[config.mk]
export PLATFORM = sky130hd
export DESIGN_NAME = mcycle_unit_flat
export DESIGN_NICKNAME = d
export VERILOG_FILES = /design/src/rtl/mcycle_pkg.sv /design/src/rtl/mcycle_if.sv /design/src/rtl/mcycle_sign_adj.sv /design/src/rtl/mcycle_unit.sv /design/src/flat_wrapper.sv
export SDC_FILE = /design/constraint.sdc
export NUM_CORES = 1
export LEC_CHECK = 0
export CORE_AREA = 2 2 171 140
export CTS_CLUSTER_DIAMETER = 60
export DETAILED_ROUTE_END_ITERATION = 8
export DIE_AREA = 0 0 173 142
export PLACE_DENSITY = 0.77
export SETUP_SLACK_MARGIN = 0.5
export SYNTH_ARGS = -nofsm -noshare
export SYNTH_HDL_FRONTEND = slang
export SYNTH_SLANG_ARGS = --single-unit
[constraint.sdc]
create_clock -name CLK -period 3.9 [get_ports CLK]
set_input_delay 0.975 -clock CLK [delete_from_list [all_inputs] [get_ports CLK]]
set_output_delay 0.975 -clock CLK [all_outputs]
set_load 0.005 [all_outputs]
[src/rtl/mcycle_pkg.sv]
// Shared types and constants for the iterative multiply/divide unit.
package mcycle_pkg;

  typedef enum logic [1:0] {
    IDLE      = 2'd0,
    COMPUTING = 2'd1,
    DONE      = 2'd2
  } state_t;

  // MCycleOp bit positions and encodings
  localparam int   OP_FUNC_BIT = 1;
  localparam int   OP_SIGN_BIT = 0;
  localparam logic OP_MUL      = 1'b0;
  localparam logic OP_DIV      = 1'b1;
  localparam logic OP_SIGNED   = 1'b1;

  localparam int WIDTH_DEF = 32;
  localparam int CNT_W_DEF = $clog2(WIDTH_DEF);

  function automatic int cnt_w(input int width);
    return (width > 1) ? $clog2(width) : 1;
  endfunction

endpackage

[src/rtl/mcycle_if.sv]
// Request/result bundle between decode and the multiply/divide unit.
interface mcycle_if #(parameter int WIDTH = 32);
  logic             Start;
  logic [1:0]       MCycleOp;
  logic [WIDTH-1:0] Operand1;
  logic [WIDTH-1:0] Operand2;
  logic [WIDTH-1:0] Result1;
  logic [WIDTH-1:0] Result2;
  logic             Busy;

  modport master (output Start, MCycleOp, Operand1, Operand2,
                  input  Result1, Result2, Busy);
  modport slave  (input  Start, MCycleOp, Operand1, Operand2,
                  output Result1, Result2, Busy);
endinterface

[src/rtl/mcycle_sign_adj.sv]
// Conditional two's-complement negate; only built when MCYCLE_SIGNED_EN is defined.
`ifdef MCYCLE_SIGNED_EN
module mcycle_sign_adj #(parameter int WIDTH = 32) (
  input  logic [WIDTH-1:0] value,
  input  logic             negate,
  output logic [WIDTH-1:0] result
);
  assign result = negate ? ((~value) + WIDTH'(1)) : value;
endmodule
`endif

[src/rtl/mcycle_unit.sv]
// Iterative shift-add multiply / restoring divide, one bit per cycle, with Busy stall.
// Signed operation is compiled in only when MCYCLE_SIGNED_EN is defined.
module mcycle_unit
  import mcycle_pkg::*;
#(
  parameter int WIDTH = 32
) (
  input  logic     CLK,
  input  logic     Reset,
  mcycle_if.slave  bus
);

  localparam int            CW   = cnt_w(WIDTH);
  localparam logic [CW-1:0] LAST = CW'(WIDTH - 1);

  state_t             state;
  logic [CW-1:0]      count;
  logic               is_div;
  logic               div_zero;
  logic [WIDTH-1:0]   op1_raw;
  logic [WIDTH-1:0]   addend;   // multiplicand for multiply, divisor for divide
  logic [2*WIDTH-1:0] acc;
  logic [2*WIDTH-1:0] acc_nxt;
  logic [WIDTH-1:0]   res1, res2;

  logic [WIDTH-1:0]   mag1, mag2;
  logic [2*WIDTH-1:0] prod_fin;
  logic [WIDTH-1:0]   quot_fin, rem_fin;

  logic [WIDTH:0]     add_sum, rem_sh, sub_diff;

  // One iteration: add-then-shift for multiply, shift-then-trial-subtract for divide
  always_comb begin
    add_sum  = {1'b0, acc[2*WIDTH-1:WIDTH]} + (acc[0] ? {1'b0, addend} : '0);
    rem_sh   = acc[2*WIDTH-1:WIDTH-1];
    sub_diff = rem_sh - {1'b0, addend};
    acc_nxt  = {add_sum, acc[WIDTH-1:1]};
    if (is_div) begin
      if (sub_diff[WIDTH])
        acc_nxt = {rem_sh[WIDTH-1:0], acc[WIDTH-2:0], 1'b0};
      else
        acc_nxt = {sub_diff[WIDTH-1:0], acc[WIDTH-2:0], 1'b1};
    end
  end

`ifdef MCYCLE_SIGNED_EN
  logic sgn_op, s1, s2;
  logic neg_res, neg_rem;

  assign sgn_op = (bus.MCycleOp[OP_SIGN_BIT] == OP_SIGNED);
  assign s1     = sgn_op & bus.Operand1[WIDTH-1];
  assign s2     = sgn_op & bus.Operand2[WIDTH-1];

  mcycle_sign_adj #(.WIDTH(WIDTH))   u_mag1 (.value(bus.Operand1), .negate(s1), .result(mag1));
  mcycle_sign_adj #(.WIDTH(WIDTH))   u_mag2 (.value(bus.Operand2), .negate(s2), .result(mag2));
  mcycle_sign_adj #(.WIDTH(2*WIDTH)) u_prod (.value(acc_nxt), .negate(neg_res), .result(prod_fin));
  mcycle_sign_adj #(.WIDTH(WIDTH))   u_quot (.value(acc_nxt[WIDTH-1:0]), .negate(neg_res),
                                             .result(quot_fin));
  mcycle_sign_adj #(.WIDTH(WIDTH))   u_rem  (.value(acc_nxt[2*WIDTH-1:WIDTH]), .negate(neg_rem),
                                             .result(rem_fin));
`else
  logic unused_sign_bit;
  assign unused_sign_bit = bus.MCycleOp[OP_SIGN_BIT];
  assign mag1     = bus.Operand1;
  assign mag2     = bus.Operand2;
  assign prod_fin = acc_nxt;
  assign quot_fin = acc_nxt[WIDTH-1:0];
  assign rem_fin  = acc_nxt[2*WIDTH-1:WIDTH];
`endif

  always_ff @(posedge CLK) begin
    if (Reset) begin
      state    <= IDLE;
      count    <= '0;
      is_div   <= 1'b0;
      div_zero <= 1'b0;
      op1_raw  <= '0;
      addend   <= '0;
      acc      <= '0;
      res1     <= '0;
      res2     <= '0;
`ifdef MCYCLE_SIGNED_EN
      neg_res  <= 1'b0;
      neg_rem  <= 1'b0;
`endif
    end else begin
      case (state)
        IDLE: begin
          if (bus.Start) begin
            is_div   <= (bus.MCycleOp[OP_FUNC_BIT] == OP_DIV);
            div_zero <= (bus.Operand2 == '0);
            op1_raw  <= bus.Operand1;
            count    <= '0;
            if (bus.MCycleOp[OP_FUNC_BIT] == OP_DIV) begin
              addend <= mag2;
              acc    <= {{WIDTH{1'b0}}, mag1};
            end else begin
              addend <= mag1;
              acc    <= {{WIDTH{1'b0}}, mag2};
            end
`ifdef MCYCLE_SIGNED_EN
            neg_res <= s1 ^ s2;
            neg_rem <= s1;
`endif
            state <= COMPUTING;
          end
        end
        COMPUTING: begin
          acc   <= acc_nxt;
          count <= count + 1'b1;
          if (count == LAST) begin
            state <= DONE;
            if (!is_div) begin
              {res2, res1} <= prod_fin;
            end else if (div_zero) begin
              // divide by zero returns the dividend as given, whatever the sign mode
              res1 <= '1;
              res2 <= op1_raw;
            end else begin
              res1 <= quot_fin;
              res2 <= rem_fin;
            end
          end
        end
        DONE:    state <= IDLE;
        default: state <= IDLE;
      endcase
    end
  end

  assign bus.Result1 = res1;
  assign bus.Result2 = res2;
  assign bus.Busy    = ((state == IDLE) && bus.Start) || (state == COMPUTING);

endmodule
[src/flat_wrapper.sv]
// flat-port wrapper written by rule: the top's interface ports become plain ports
module mcycle_unit_flat import mcycle_pkg::*;
#(
  parameter int WIDTH = 32
)
  (CLK, Reset, bus_Start, bus_MCycleOp, bus_Operand1, bus_Operand2, bus_Result1, bus_Result2, bus_Busy);
  mcycle_if #(.WIDTH(WIDTH)) bus_i ();
  input  logic CLK;
  input  logic Reset;
  input wire logic [$bits(bus_i.Start)-1:0] bus_Start;
  input wire logic [$bits(bus_i.MCycleOp)-1:0] bus_MCycleOp;
  input wire logic [$bits(bus_i.Operand1)-1:0] bus_Operand1;
  input wire logic [$bits(bus_i.Operand2)-1:0] bus_Operand2;
  output wire logic [$bits(bus_i.Result1)-1:0] bus_Result1;
  output wire logic [$bits(bus_i.Result2)-1:0] bus_Result2;
  output wire logic [$bits(bus_i.Busy)-1:0] bus_Busy;
  assign bus_i.Start = bus_Start;
  assign bus_i.MCycleOp = bus_MCycleOp;
  assign bus_i.Operand1 = bus_Operand1;
  assign bus_i.Operand2 = bus_Operand2;
  assign bus_Result1 = bus_i.Result1;
  assign bus_Result2 = bus_i.Result2;
  assign bus_Busy = bus_i.Busy;
  mcycle_unit #(.WIDTH(WIDTH)) u_core (.CLK(CLK), .Reset(Reset), .bus(bus_i));
endmodule
## Yosys cells after proc, flatten, opt, wreduce, memory -nomap -nowiden

Cells that the tools add are included.

- Register bits: 201
- Word-level logic and storage cells: 41
- Input bits: 69
- Output and inout bits: 65

- Add/subtract/negate cells: 3
- Mux-type cells: 16
- Reductions and logical operators: 9
- Eq/ne operators: 4

Operators by type and width:

| kind | count |
|---|---|
| $mux 32 | 7 |
| $mux 64 | 3 |
| $pmux 64 s2 | 1 |
| $add 32x33->33 | 1 |
| $sub 33x32->33 | 1 |
| $logic_not 32->1 | 1 |
| $pmux 5 s2 | 1 |
| $reduce_and 2->1 | 4 |
| $add 5x1->5 const B | 1 |
| $eq 5x5->1 const B | 1 |
| $mux 5 | 1 |
| $mux 2 | 2 |
| $pmux 2 s2 | 1 |
| $eq 2x1->1 const B | 1 |
| $logic_not 2->1 | 1 |
| $ne 2x1->1 const B | 1 |
| $ne 2x2->1 const B | 1 |
| $reduce_bool 2->1 | 1 |
| $logic_and 1x1->1 | 1 |
| $logic_or 1x1->1 | 1 |

## Logic depth before layout (Yosys ltp)

Gate-level depths: netlist of run 1.

- Depth after elaboration: 5
- Mapped depth: 15
- Mapped depth without buffers: 14

## Worst setup path after synthesis of run 1

OpenSTA, ideal clock, no wires.

- Path type: register to register
- Start: register u_core.acc[31]
- End: register u_core.acc[63]
- Period minus slack after synthesis: 3.343 ns
- Path buffers: 1
- Setup slack: 0.557 ns
- Data arrival time: 3.221 ns
- Data required time: 3.778 ns
- Cell stages (with the launch flop): 16
- Library setup time: 0.122 ns
- Path through: dfxtp_1 > inv_1 > ha_1 > inv_1 > fa_1 > a21o_1 > a221oi_2 > nor4_4 > nor4_4 > o21ai_2 > a21oi_4 > xnor2_4 > buf_2 > mux2i_1 > a211oi_1 > a221o_1

- Longest elaborated chain between the ends: 4

RTL lines:

| element | RTL line | RTL |
|---|---|---|
| start: declaration | mcycle_unit.sv:22 | `logic [2*WIDTH-1:0] acc;` |
| start signal: assignment | mcycle_unit.sv:96 | `acc <= {{WIDTH{1'b0}}, mag1};` |
| start signal: assignment | mcycle_unit.sv:99 | `acc <= {{WIDTH{1'b0}}, mag2};` |
| start signal: assignment | mcycle_unit.sv:109 | `acc <= acc_nxt;` |
| $sub 33x32->33 | mcycle_unit.sv:36 | `sub_diff = rem_sh - {1'b0, addend};` |
| $mux 64 | mcycle_unit.sv:39 | `if (sub_diff[WIDTH])` |
| $mux 64 | mcycle_unit.sv:38 | `if (is_div) begin` |
| $pmux 64 s2 | mcycle_unit.sv:87 | `case (state)` |

Every way passes these cells.
A chain may end at the register's enable or synchronous reset.

## Worst setup path after layout of run 1

- Start: register u_core.addend[9]
- End: register u_core.acc[41]

- Longest elaborated chain between the ends: 4
- Elaborated cells between the ends (all ways): 6
- Those cells by class: 2 x add/sub; 4 x mux

RTL lines:

| element | RTL line | RTL |
|---|---|---|
| start: declaration | mcycle_unit.sv:21 | `logic [WIDTH-1:0] addend;` |
| start signal: assignment | mcycle_unit.sv:95 | `addend <= mag2;` |
| start signal: assignment | mcycle_unit.sv:98 | `addend <= mag1;` |
| $mux 32 or $sub 33x32->33 (tied branches) | mcycle_unit.sv:34, mcycle_unit.sv:36 |  |
| $add 32x33->33 or $mux 64 (tied branches) | mcycle_unit.sv:34, mcycle_unit.sv:39 |  |
| $mux 64 (*) | mcycle_unit.sv:38 |  |
| $pmux 64 s2 (*) | mcycle_unit.sv:87 |  |

Mark *: on every way between the ends. The rest lies on a longest branch, timed or not.

==> impl_metrics.csv, run 1 <==
group,metric,value,unit
run_status,status,"finished clean",
placement,dpl_cell_area,0.0146,mm²
routing,drt-initial-drc-count,1341,
min_path,min-delay-start,"u_core.bus.Result2[29]",
grt,grt_max_degree,83,
logic_synthesis,synth_adder_area_share,0.0663,
cts,cts.clk_slew.worst_paths,0.07,ns
floorplan,ios,134,
worst_setup_path,crit_family,"simple AND/OR/NAND/NOR gates",
timing,rsz0062_at_grt,"yes",
cts,clk-insertion-delay-late,0.52,ns
final_layout,nFillCells,1872,
final_layout,fin_util,0.709,
logic_synthesis,synth_compound_area_frac,0.252,
logic_synthesis,synthXorXnorAreaFrac,0.0370,
power_and_ir_drop,p_int,3.98,mW
worst_setup_path,critPathKind,"reg2reg",
worst_setup_path,r2r_start,"u_core.addend[9]",
logic_synthesis,postSynthCellCount,1637,
routing,ant_nets,0,
placement,dp_hpwl,29300,µm
timing,setup_viol,0,
timing,setup_ws,0.367,ns
grt,overflow,0,
final_layout,drive_above_1_share,0.119,
min_path,holdPathEnd,"u_core.bus.Result2[29]",
floorplan,core,0.0229,mm²
routing,routed_wl,42700,µm
power_and_ir_drop,powerDensity,347,mW/mm²
timing,fmax,283,MHz
power_and_ir_drop,seqPwrFrac,0.396,
power_and_ir_drop,switching_power,1.65,mW
power_and_ir_drop,p_leak,6.34,nW
cts,h-tree-depth,1,
final_layout,ff_latch_area,0.00403,mm²
worst_setup_path,regToRegSetupSlack,0.37,ns
final_layout,diodes,0,
routing,drc,0,
worst_setup_path,worstPathRequired,4.28,ns
floorplan,initial_core_util,0.570,
cts,cts_buffers,23,
grt,antenna_found_initial,0,
worst_setup_path,worstReg2RegEnd,"u_core.acc[41]",
worst_setup_path,path_cells,"inv_1, ha_1, nand2_1, nor3_1, nor4_4, o21ai_2, a21oi_4, xnor2_4, buf_12, buf_12, mux2_4, a221oi_2, nor3_1",
min_path,worstHoldPathType,"reg2reg",
routing,dr.pass1.iters,5,
power_and_ir_drop,swShare,0.293,
floorplan,fp.dieW,173,µm
timing,fin_crit_sh,0.906,
floorplan,dieArea,0.0246,mm²
power_and_ir_drop,p_clk_frac,0.414,
cts,cts_root_buffer,"clkbuf_16",
min_path,whs_path_depth,2,
placement,io_buffer_count,132,
logic_synthesis,synth-simple-area-share,0.183,
logic_synthesis,yosysWarnings,0,
grt,grt.total_usage,0.330,
logic_synthesis,ys_seq_area_frac,0.308,
power_and_ir_drop,ir_worst_vdd,0.297,mV
placement,place.gp.congestion,0.992,
placement,pre_cts_slack,0.0463,ns
power_and_ir_drop,p_comb_frac,0.190,
logic_synthesis,synth.distinct_cells,73,
timing,final.min_clock_period,3.53,ns
grt,grt_pass1_wl,65900,µm
timing,fin_skew,0.0150,ns
timing,slew_violations,0,
worst_setup_path,worstPathMaxFanout,7,
worst_setup_path,worst_setup_path_end_kind,"flop",
grt,grt_pass1_vias,12200,
cts,hold_buffers,0,
timing,tightestPinTransition,1.05,ns
cts,numClockSinks,201,
routing,num_vias,13100,
timing,slew_headroom,0.301,
worst_setup_path,crit_slowest_cell,"nor3_1",
worst_setup_path,ff2ff_path_depth,13,
timing,timing.setup.tns,0,ns
logic_synthesis,synth_fp_nets,1774,
timing,hold_viol_final,0,
job,drv_cap,0,
final_layout,fin_area,0.0162,mm²
floorplan,rows,50,
routing,via_per_inst,6.38,
floorplan,die_h,142,µm
logic_synthesis,synth_top_family_by_area,"compound AO/OA/AOI/OAI gates",
cts,cts_tree,"built",
routing,routedWlPerCell,20.7,µm
final_layout,multi_input_area,0.00887,mm²
logic_synthesis,synthArstFlopShare,0,
logic_synthesis,synthesis.area,0.0131,mm²
logic_synthesis,syn_avg_cell_area,7.98,µm²
cts,cts.path.max_buffers,3,
worst_setup_path,critPathLaunchType,"flop",
final_layout,syn2layout_area_growth,24.2,%
logic_synthesis,synthMuxAreaShare,0.104,
worst_setup_path,arrival,3.91,ns
worst_setup_path,crit_buf_inv,3,
final_layout,fin_nets,1869,
logic_synthesis,synth_edf_count,0,
logic_synthesis,synth-seq-cells,201,
logic_synthesis,ys.flop_type,"dfxtp_1",
worst_setup_path,cpPeakStageDelay,0.66,ns
synth_stat cells (3+ instances only):
library cell | count | share of area
a211o_1 | 5 | 0.0034
a211oi_1 | 63 | 0.036
a21boi_0 | 3 | 0.0017
a21o_1 | 33 | 0.019
a21oi_1 | 148 | 0.057
a221o_1 | 3 | 0.0023
a221oi_1 | 4 | 0.0027
a22oi_1 | 3 | 0.0017
a311oi_1 | 47 | 0.032
a31oi_1 | 19 | 0.0091
a41oi_1 | 3 | 0.0020
and2_1 | 38 | 0.018
and3_1 | 9 | 0.0043
buf_1 | 17 | 0.0049
clkbuf_1 | 101 | 0.029
dfxtp_1 | 201 | 0.31
ha_1 | 66 | 0.063
inv_1 | 47 | 0.014
mux2_2 | 23 | 0.020
mux2_4 | 4 | 0.0046
mux2i_1 | 104 | 0.080
nand2_1 | 164 | 0.047
nand2b_1 | 30 | 0.014
nand3_1 | 22 | 0.0084
nand4_1 | 17 | 0.0081
nor2_1 | 193 | 0.055
nor2b_1 | 6 | 0.0029
nor3_1 | 17 | 0.0065
nor4_1 | 11 | 0.0053
o2111ai_1 | 3 | 0.0020
o211ai_1 | 28 | 0.016
o21a_1 | 7 | 0.0040
o21ai_0 | 52 | 0.020
o21bai_1 | 7 | 0.0040
o221ai_1 | 5 | 0.0034
o22ai_1 | 32 | 0.015
o31ai_1 | 4 | 0.0023
or3_1 | 5 | 0.0024
xnor2_1 | 29 | 0.019
xor2_1 | 23 | 0.015
per-stage QoR:
step                      hold WS, ns  instances  power [mW]
after detailed placement        0.441       1996        3.20
after global routing            0.469       2060        5.81
after floorplan                 0.431       1637        2.88
final                           0.444       2060        5.63
after CTS                       0.450       2052        5.57
after global placement          0.437       1996        3.18
cells in the final DEF (no fill, tap or decap), types with 25 or more instances in the layout:
| master | n |
|---|---|
| a211oi_1 | 55 |
| a21o_1 | 33 |
| a21oi_1 | 132 |
| a311oi_1 | 45 |
| and2_1 | 36 |
| buf_4 | 40 |
| clkbuf_16 | 25 |
| clkdlybuf4s50_1 | 130 |
| dfxtp_1 | 197 |
| ha_1 | 63 |
| inv_1 | 44 |
| mux2i_1 | 97 |
| nand2_1 | 161 |
| nand2b_1 | 29 |
| nor2_1 | 192 |
| o211ai_1 | 28 |
| o21ai_0 | 37 |
| o22ai_1 | 32 |
| xnor2_1 | 29 |
power groups by stage:
stage | Combinational, mW | Clock [mW] | Sequential [mW]
global placement | 0.918 | 0 | 2.26
detailed placement | 0.936 | 0 | 2.26
finish | 1.07 | 2.33 | 2.23
global route | 1.15 | 2.43 | 2.23
CTS | 1.01 | 2.34 | 2.22
floorplan | 0.662 | 0 | 2.22
logic make-up after synthesis:
| kind of cell | count (synthesis) |
|---|---|
| flip-flops | 201 |
| AND/OR/NAND/NOR | 523 |
| XOR/XNOR | 53 |
| adder cells (fa/ha/maj) | 68 |
| AO/OA/AOI/OAI | 492 |
| buffers and inverters | 169 |
| multiplexers | 131 |
what timing repair did:
| item | in CTS | in global routing |
|---|---|---|
| gates resized for setup | 74 | 55 |
| cloned | 0 | 2 |
| setup endpoints to repair | 64 | 65 |
| buffers inserted | 15 | 6 |
| pin swaps | 35 | 55 |
worst max path at each step:
stage                                 from                endpoint  depth (start not counted)
final                     u_core.addend[9]          u_core.acc[41]                         13
after CTS                   u_core.acc[31]   u_core.bus.Result2[7]                         16
after detailed placement    u_core.acc[31]          u_core.acc[63]                         15
after global placement      u_core.acc[31]          u_core.acc[63]                         15
after floorplan             u_core.acc[31]          u_core.acc[63]                         15
after global routing        u_core.acc[31]  u_core.bus.Result2[13]                         16
layout make-up:
type                       instances  area share
clock buffer                      31      0.0404
timing repair buffer             191       0.120
sequential                       201       0.249
tap                              312      0.0241
inverter                          48      0.0111
clock inverter                    10     0.00941
multi-input combinational       1267       0.547
per-layer routing:
layer  wire [µm]  track usage  up-vias
met4        2330        0.167        0
met2       19000        0.523      621
met3        3190       0.0473      139
li1            -            -     6183
met1       18200        0.443     6195
met5           0            0        -
flip-flops by register name, summed over array words and instances (netlist names):
| register | cells |
|---|---|
| u_core.acc | 64 |
| u_core.addend | 32 |
| u_core.bus.Result1 | 32 |
| u_core.bus.Result2 | 32 |
| u_core.op1_raw | 32 |
| u_core.count | 5 |
| u_core.state | 2 |
| u_core.div_zero | 1 |
| u_core.is_div | 1 |
worst register-to-register path, delay by kind of cell, from the launching register on:
family / cells / cell delay, ns
AO/OA/AOI/OAI: 3 / 0.66
AND/OR/NAND/NOR: 4 / 0.93
flip-flops: 1 / 0.43
XOR/XNOR: 1 / 0.31
adder cells (fa/ha/maj): 1 / 0.37
multiplexers: 1 / 0.32
buffers and inverters: 3 / 0.37
No activity file was read; power rests on OpenSTA's default activity.
==> inputs of run 2 (changes only) <==
Settings changed: CORE_AREA 2 2 171 140 to 3 3 172 141, DIE_AREA 0 0 173 142 to 0 0 175 144.
==> impl_metrics.csv, run 2 (synthesis results as in run 1) <==
group,metric,value,unit
grt,antenna_found_initial,1,
floorplan,dieArea,0.0252,mm²
final_layout,drive_above_1_share,0.115,
worst_setup_path,ff2ff_path_depth,17,
routing,ant_nets,0,
routing,routed_wl,42000,µm
cts,cts_buffers,24,
final_layout,top_register,"u_core.acc",
timing,rsz0062_at_grt,"yes",
routing,routedWlPerCell,20.5,µm
min_path,holdPathEnd,"u_core.op1_raw[3]",
final_layout,fin_util,0.715,
final_layout,fin_nets,1864,
cts,cts_root_buffer,"clkbuf_16",
grt,grt_pass1_vias,12200,
cts,cts.path.max_buffers,3,
cts,cts_tree,"built",
cts,clk-insertion-delay-late,0.52,ns
grt,grt.total_usage,0.316,
cts,h-tree-depth,1,
floorplan,initial_core_util,0.582,
final_layout,largest_register_ffs,64,
worst_setup_path,worstPathMaxFanout,8,
worst_setup_path,worst_setup_path_end_kind,"flop",
timing,setup_viol,0,
final_layout,final_common_cell,"dfxtp_1",
final_layout,final_cell_mix,"197 x dfxtp_1, 193 x nor2_1, 163 x nand2_1",
final_layout,syn2layout_area_growth,22.9,%
worst_setup_path,regToRegSetupSlack,0.41,ns
timing,hold_viol_final,0,
routing,drc,0,
routing,drt-initial-drc-count,1421,
worst_setup_path,r2r_start,"u_core.acc[31]",
power_and_ir_drop,powerDensity,344,mW/mm²
min_path,min-delay-start,"u_core.op1_raw[3]",
worst_setup_path,worstReg2RegEnd,"u_core.bus.Result2[0]",
floorplan,rows,49,
floorplan,die_h,144,µm
worst_setup_path,arrival,3.92,ns
power_and_ir_drop,ir_worst_vdd,0.312,mV
placement,place.gp.congestion,1.01,
timing,fmax,287,MHz
grt,overflow,0,
job,drv_cap,0,
placement,io_buffer_count,132,
routing,num_vias,13100,
timing,tightestPinTransition,1.07,ns
floorplan,fp.dieW,175,µm
cts,numClockSinks,201,
cts,cts.clk_slew.worst_paths,0.06,ns
placement,dpl_cell_area,0.0146,mm²
power_and_ir_drop,power,5.53,mW
floorplan,core,0.0224,mm²
timing,slew_headroom,0.284,
routing,via_per_inst,6.40,
routing,dr.pass1.iters,5,
worst_setup_path,critPathLaunchType,"flop",
final_layout,fin_area,0.0160,mm²
power_and_ir_drop,p_leak,6.27,nW
worst_setup_path,worstPathRequired,4.33,ns
worst_setup_path,critPathKind,"reg2reg",
floorplan,ios,134,
grt,grt_max_degree,80,
timing,slew_violations,0,
min_path,worstHoldPathType,"reg2reg",
grt,grt_pass1_wl,64700,µm
timing,fin_crit_sh,0.895,
placement,dp_hpwl,29300,µm
timing,fin_skew,0.0175,ns
timing,final.min_clock_period,3.49,ns
run_status,status,"finished clean",
timing,timing.setup.tns,0,ns
min_path,whs_path_depth,2,
[run 2: cell types whose count changed in the layout (fill, tap and decap cells not counted), sizes merged]
cell           delta
buf               -5
bufinv            -2
clkbuf            -3
clkdlybuf4s50     -1
clkinv            +3
diode             +1
dlygate4sd2       +1
inv               +3
[run 2: routing by layer]
metal  vias up  routed length [µm]  GRT usage
met5         -                   0          0
met4         0                2180      0.141
met3       145                3210     0.0430
met2       630               18800      0.508
met1      6179               17800      0.428
li1       6181                   -          -
[run 2: cell type report]
type                       instances  area [µm²]
clock buffer                      29         671
clock inverter                    14         128
tap                              306         383
antenna                            1        2.50
fill                            1758        6390
inverter                          48         183
sequential                       201        4030
multi-input combinational       1267        8810
timing repair buffer             185        1830
[run 2: timing repair]
action	in CTS	in global routing
pin swaps	12	47
buffers inserted	8	9
cloned	0	1
hold buffers	0	0
gates resized for setup	37	72
setup endpoints to repair	63	62
[run 2: critical path, cell delays in order (launching register included)]
cell and delay (ns):
dfxtp_4 0.36, inv_4 0.07, ha_4 0.13, inv_2 0.04
fa_2 0.34, a21o_1 0.19, a221oi_2 0.21, buf_4 0.17
nor4_4 0.05, nor4_4 0.29, o21ai_2 0.17, a21oi_4 0.21
xnor2_4 0.14, buf_12 0.17, buf_12 0.14, mux2_4 0.31
o2111a_1 0.25, nor4_2 0.15
[run 2: worst max-delay path by stage]
stage	from	to	slack, ns	depth (start not counted)
floorplan	u_core.acc[31]	u_core.acc[63]	0.56	15
global placement	u_core.acc[31]	u_core.acc[62]	0.19	16
detailed placement	u_core.acc[31]	u_core.acc[63]	0.14	16
CTS	u_core.acc[31]	u_core.bus.Result2[0]	0.41	17
global route	u_core.acc[31]	u_core.acc[41]	0.30	17
finish	u_core.acc[31]	u_core.bus.Result2[0]	0.41	17
[run 2: power by group]
| group | leakage, nW | switching, mW | internal (mW) |
|---|---|---|---|
| sequential | 1.64 | 0.0877 | 2.13 |
| clock | 0.398 | 0.950 | 1.31 |
| combinational | 4.23 | 0.604 | 0.442 |
[run 2: per-stage QoR]
step	setup slack [ns]	instances	hold slack, ns
after floorplan	0.557	1637	0.431
after global placement	0.185	1989	0.436
after detailed placement	0.140	1989	0.441
after CTS	0.407	2040	0.451
after global routing	0.304	2051	0.472
final	0.410	2051	0.451
==> inputs of run 3 (changes only) <==
Settings changed: CORE_AREA 3 3 172 141 to 3 3 180 147, DIE_AREA 0 0 175 144 to 0 0 183 150, PLACE_DENSITY 0.77 to 0.74.
Clock period 3.9 ns to 2.8 ns, I/O delays scaled along.
==> impl_metrics.csv, run 3 (synthesis results as in run 1) <==
group,metric,value,unit
worst_setup_path,ff2ff_path_depth,16,
timing,fmax,294,MHz
floorplan,initial_core_util,0.523,
timing,final.min_clock_period,3.40,ns
timing,setup_ws,-0.601,ns
cts,cts.clk_slew.worst_paths,0.06,ns
cts,cts_tree,"built",
worst_setup_path,critPathKind,"reg2reg",
power_and_ir_drop,seqPwrFrac,0.388,
final_layout,fin_nets,2087,
placement,dpl_cell_area,0.0167,mm²
job,drv_cap,0,
timing,rsz0062_at_grt,"yes",
final_layout,nFillCells,1918,
run_status,status,"finished with violations",
cts,clk-insertion-delay-late,0.51,ns
worst_setup_path,r2r_start,"u_core.acc[31]",
routing,dr.pass1.iters,5,
worst_setup_path,worstPathMaxFanout,8,
cts,cts_root_buffer,"clkbuf_16",
routing,num_vias,14100,
floorplan,rows,52,
final_layout,final_cell_mix,"260 x buf_4, 197 x dfxtp_1, 193 x nor2_1",
grt,grt_pass1_wl,72500,µm
placement,io_buffer_count,132,
power_and_ir_drop,powerDensity,443,mW/mm²
power_and_ir_drop,p_comb_frac,0.214,
power_and_ir_drop,p_clk_frac,0.398,
final_layout,final_common_cell,"buf_4",
cts,h-tree-depth,1,
min_path,min-delay-start,"Reset",
final_layout,largest_register_ffs,64,
grt,grt.total_usage,0.327,
placement,dp_hpwl,34200,µm
final_layout,syn2layout_area_growth,38.0,%
final_layout,finalNonFillerCells,2287,
timing,slew_violations,0,
worst_setup_path,arrival,3.75,ns
power_and_ir_drop,swShare,0.283,
cts,cts.path.max_buffers,3,
routing,drc,0,
final_layout,fin_util,0.722,
routing,routed_wl,46900,µm
power_and_ir_drop,ir_worst_vdd,0.398,mV
run_status,violations,"setup timing",
floorplan,dieArea,0.0275,mm²
floorplan,fp.dieW,183,µm
worst_setup_path,worstPathRequired,3.15,ns
timing,fin_crit_sh,1.21,
timing,setup_viol,66,
routing,routedWlPerCell,20.5,µm
final_layout,fin_area,0.0180,mm²
cts,hold_buffers,0,
grt,overflow,0,
floorplan,die_h,150,µm
placement,place.gp.congestion,0.942,
worst_setup_path,worstReg2RegEnd,"u_core.bus.Result2[24]",
min_path,holdPathEnd,"u_core.op1_raw[31]",
routing,drt-initial-drc-count,1239,
timing,slew_headroom,0.123,
power_and_ir_drop,p_leak,7.45,nW
floorplan,ios,134,
grt,antenna_found_initial,0,
final_layout,drive_above_1_share,0.231,
power_and_ir_drop,p_int,5.73,mW
timing,fin_skew,0.0202,ns
timing,tightestPinTransition,1.31,ns
final_layout,diodes,0,
worst_setup_path,worst_setup_path_end_kind,"flop",
routing,ant_nets,0,
power_and_ir_drop,switching_power,2.26,mW
placement,post-place-cells,2236,
floorplan,core,0.0250,mm²
cts,numClockSinks,201,
final_layout,top_register,"u_core.acc",
cts,cts_buffers,20,
routing,via_per_inst,6.18,
worst_setup_path,critPathLaunchType,"flop",
min_path,worstHoldPathType,"in2reg",
timing,hold_viol_final,0,
worst_setup_path,crit_start,"u_core.acc[31]",
worst_setup_path,regToRegSetupSlack,-0.60,ns
min_path,whs_path_depth,2,
grt,grt_max_degree,65,
grt,grt_pass1_vias,13500,
[run 3: layout make-up]
type / instances / area [µm²] / area share
clock buffer: 25 / 561 / 0.0311
clock inverter: 10 / 204 / 0.0113
inverter: 48 / 180 / 0.0100
multi-input combinational: 1267 / 9030 / 0.501
sequential: 201 / 4030 / 0.224
tap: 324 / 405 / 0.0225
timing repair buffer: 412 / 3610 / 0.200
[run 3: how the worst max path moves through the flow]
stage                                  end  cells after the start
floorplan                   u_core.acc[36]                     15
global route        u_core.bus.Result2[24]                     16
finish              u_core.bus.Result2[24]                     16
CTS                 u_core.bus.Result2[10]                     15
detailed placement  u_core.bus.Result2[10]                     15
global placement    u_core.bus.Result2[24]                     15
[run 3: power by group through the flow]
stage	sequential (mW)	clock [mW]	combinational (mW)
detailed placement	3.15	0	1.58
global route	3.10	3.30	1.84
CTS	3.09	3.17	1.63
global placement	3.15	0	1.54
floorplan	3.09	0	0.963
finish	3.09	3.18	1.71
[run 3: metrics by stage]
stage	power, mW	TNS [ns]	hold slack (ns)	worst slack (ns)
finish	7.98	-28.15	0.436	-0.601
global route	8.23	-36.06	0.432	-0.720
CTS	7.89	-30.55	0.427	-0.590
detailed placement	4.73	-33.05	0.441	-0.646
global placement	4.69	-27.03	0.438	-0.529
floorplan	4.05	-15.52	0.431	-0.358
[run 3: repair_timing]
| item | in CTS | in global routing |
|---|---|---|
| setup buffers | 9 | 6 |
| setup endpoints to repair | 67 | 67 |
| pin swaps | 30 | 40 |
| gates resized for setup | 33 | 60 |
| hold endpoints to repair | 0 | 0 |
| gates cloned | 1 | 0 |
[run 3: routing by layer]
| metal | global-route usage | routed length (µm) | part of all wire |
|---|---|---|---|
| met1 | 0.438 | 19600 | 0.42 |
| met2 | 0.533 | 21500 | 0.46 |
| met3 | 0.0440 | 3560 | 0.076 |
| met4 | 0.136 | 2280 | 0.049 |
| met5 | 0 | 0 | 0 |
[run 3: critical path, stage by stage (launching register included)]
cell and delay, ns:
dfxtp_2 0.33, inv_2 0.08, ha_4 0.14, inv_2 0.03
fa_2 0.35, a21o_1 0.21, a221oi_4 0.30, nor4_4 0.10
nor4_4 0.20, o21ai_2 0.13, a21oi_4 0.22, xnor2_4 0.15
buf_12 0.16, buf_12 0.14, mux2_4 0.33, a2111oi_4 0.30
nor3_1 0.09
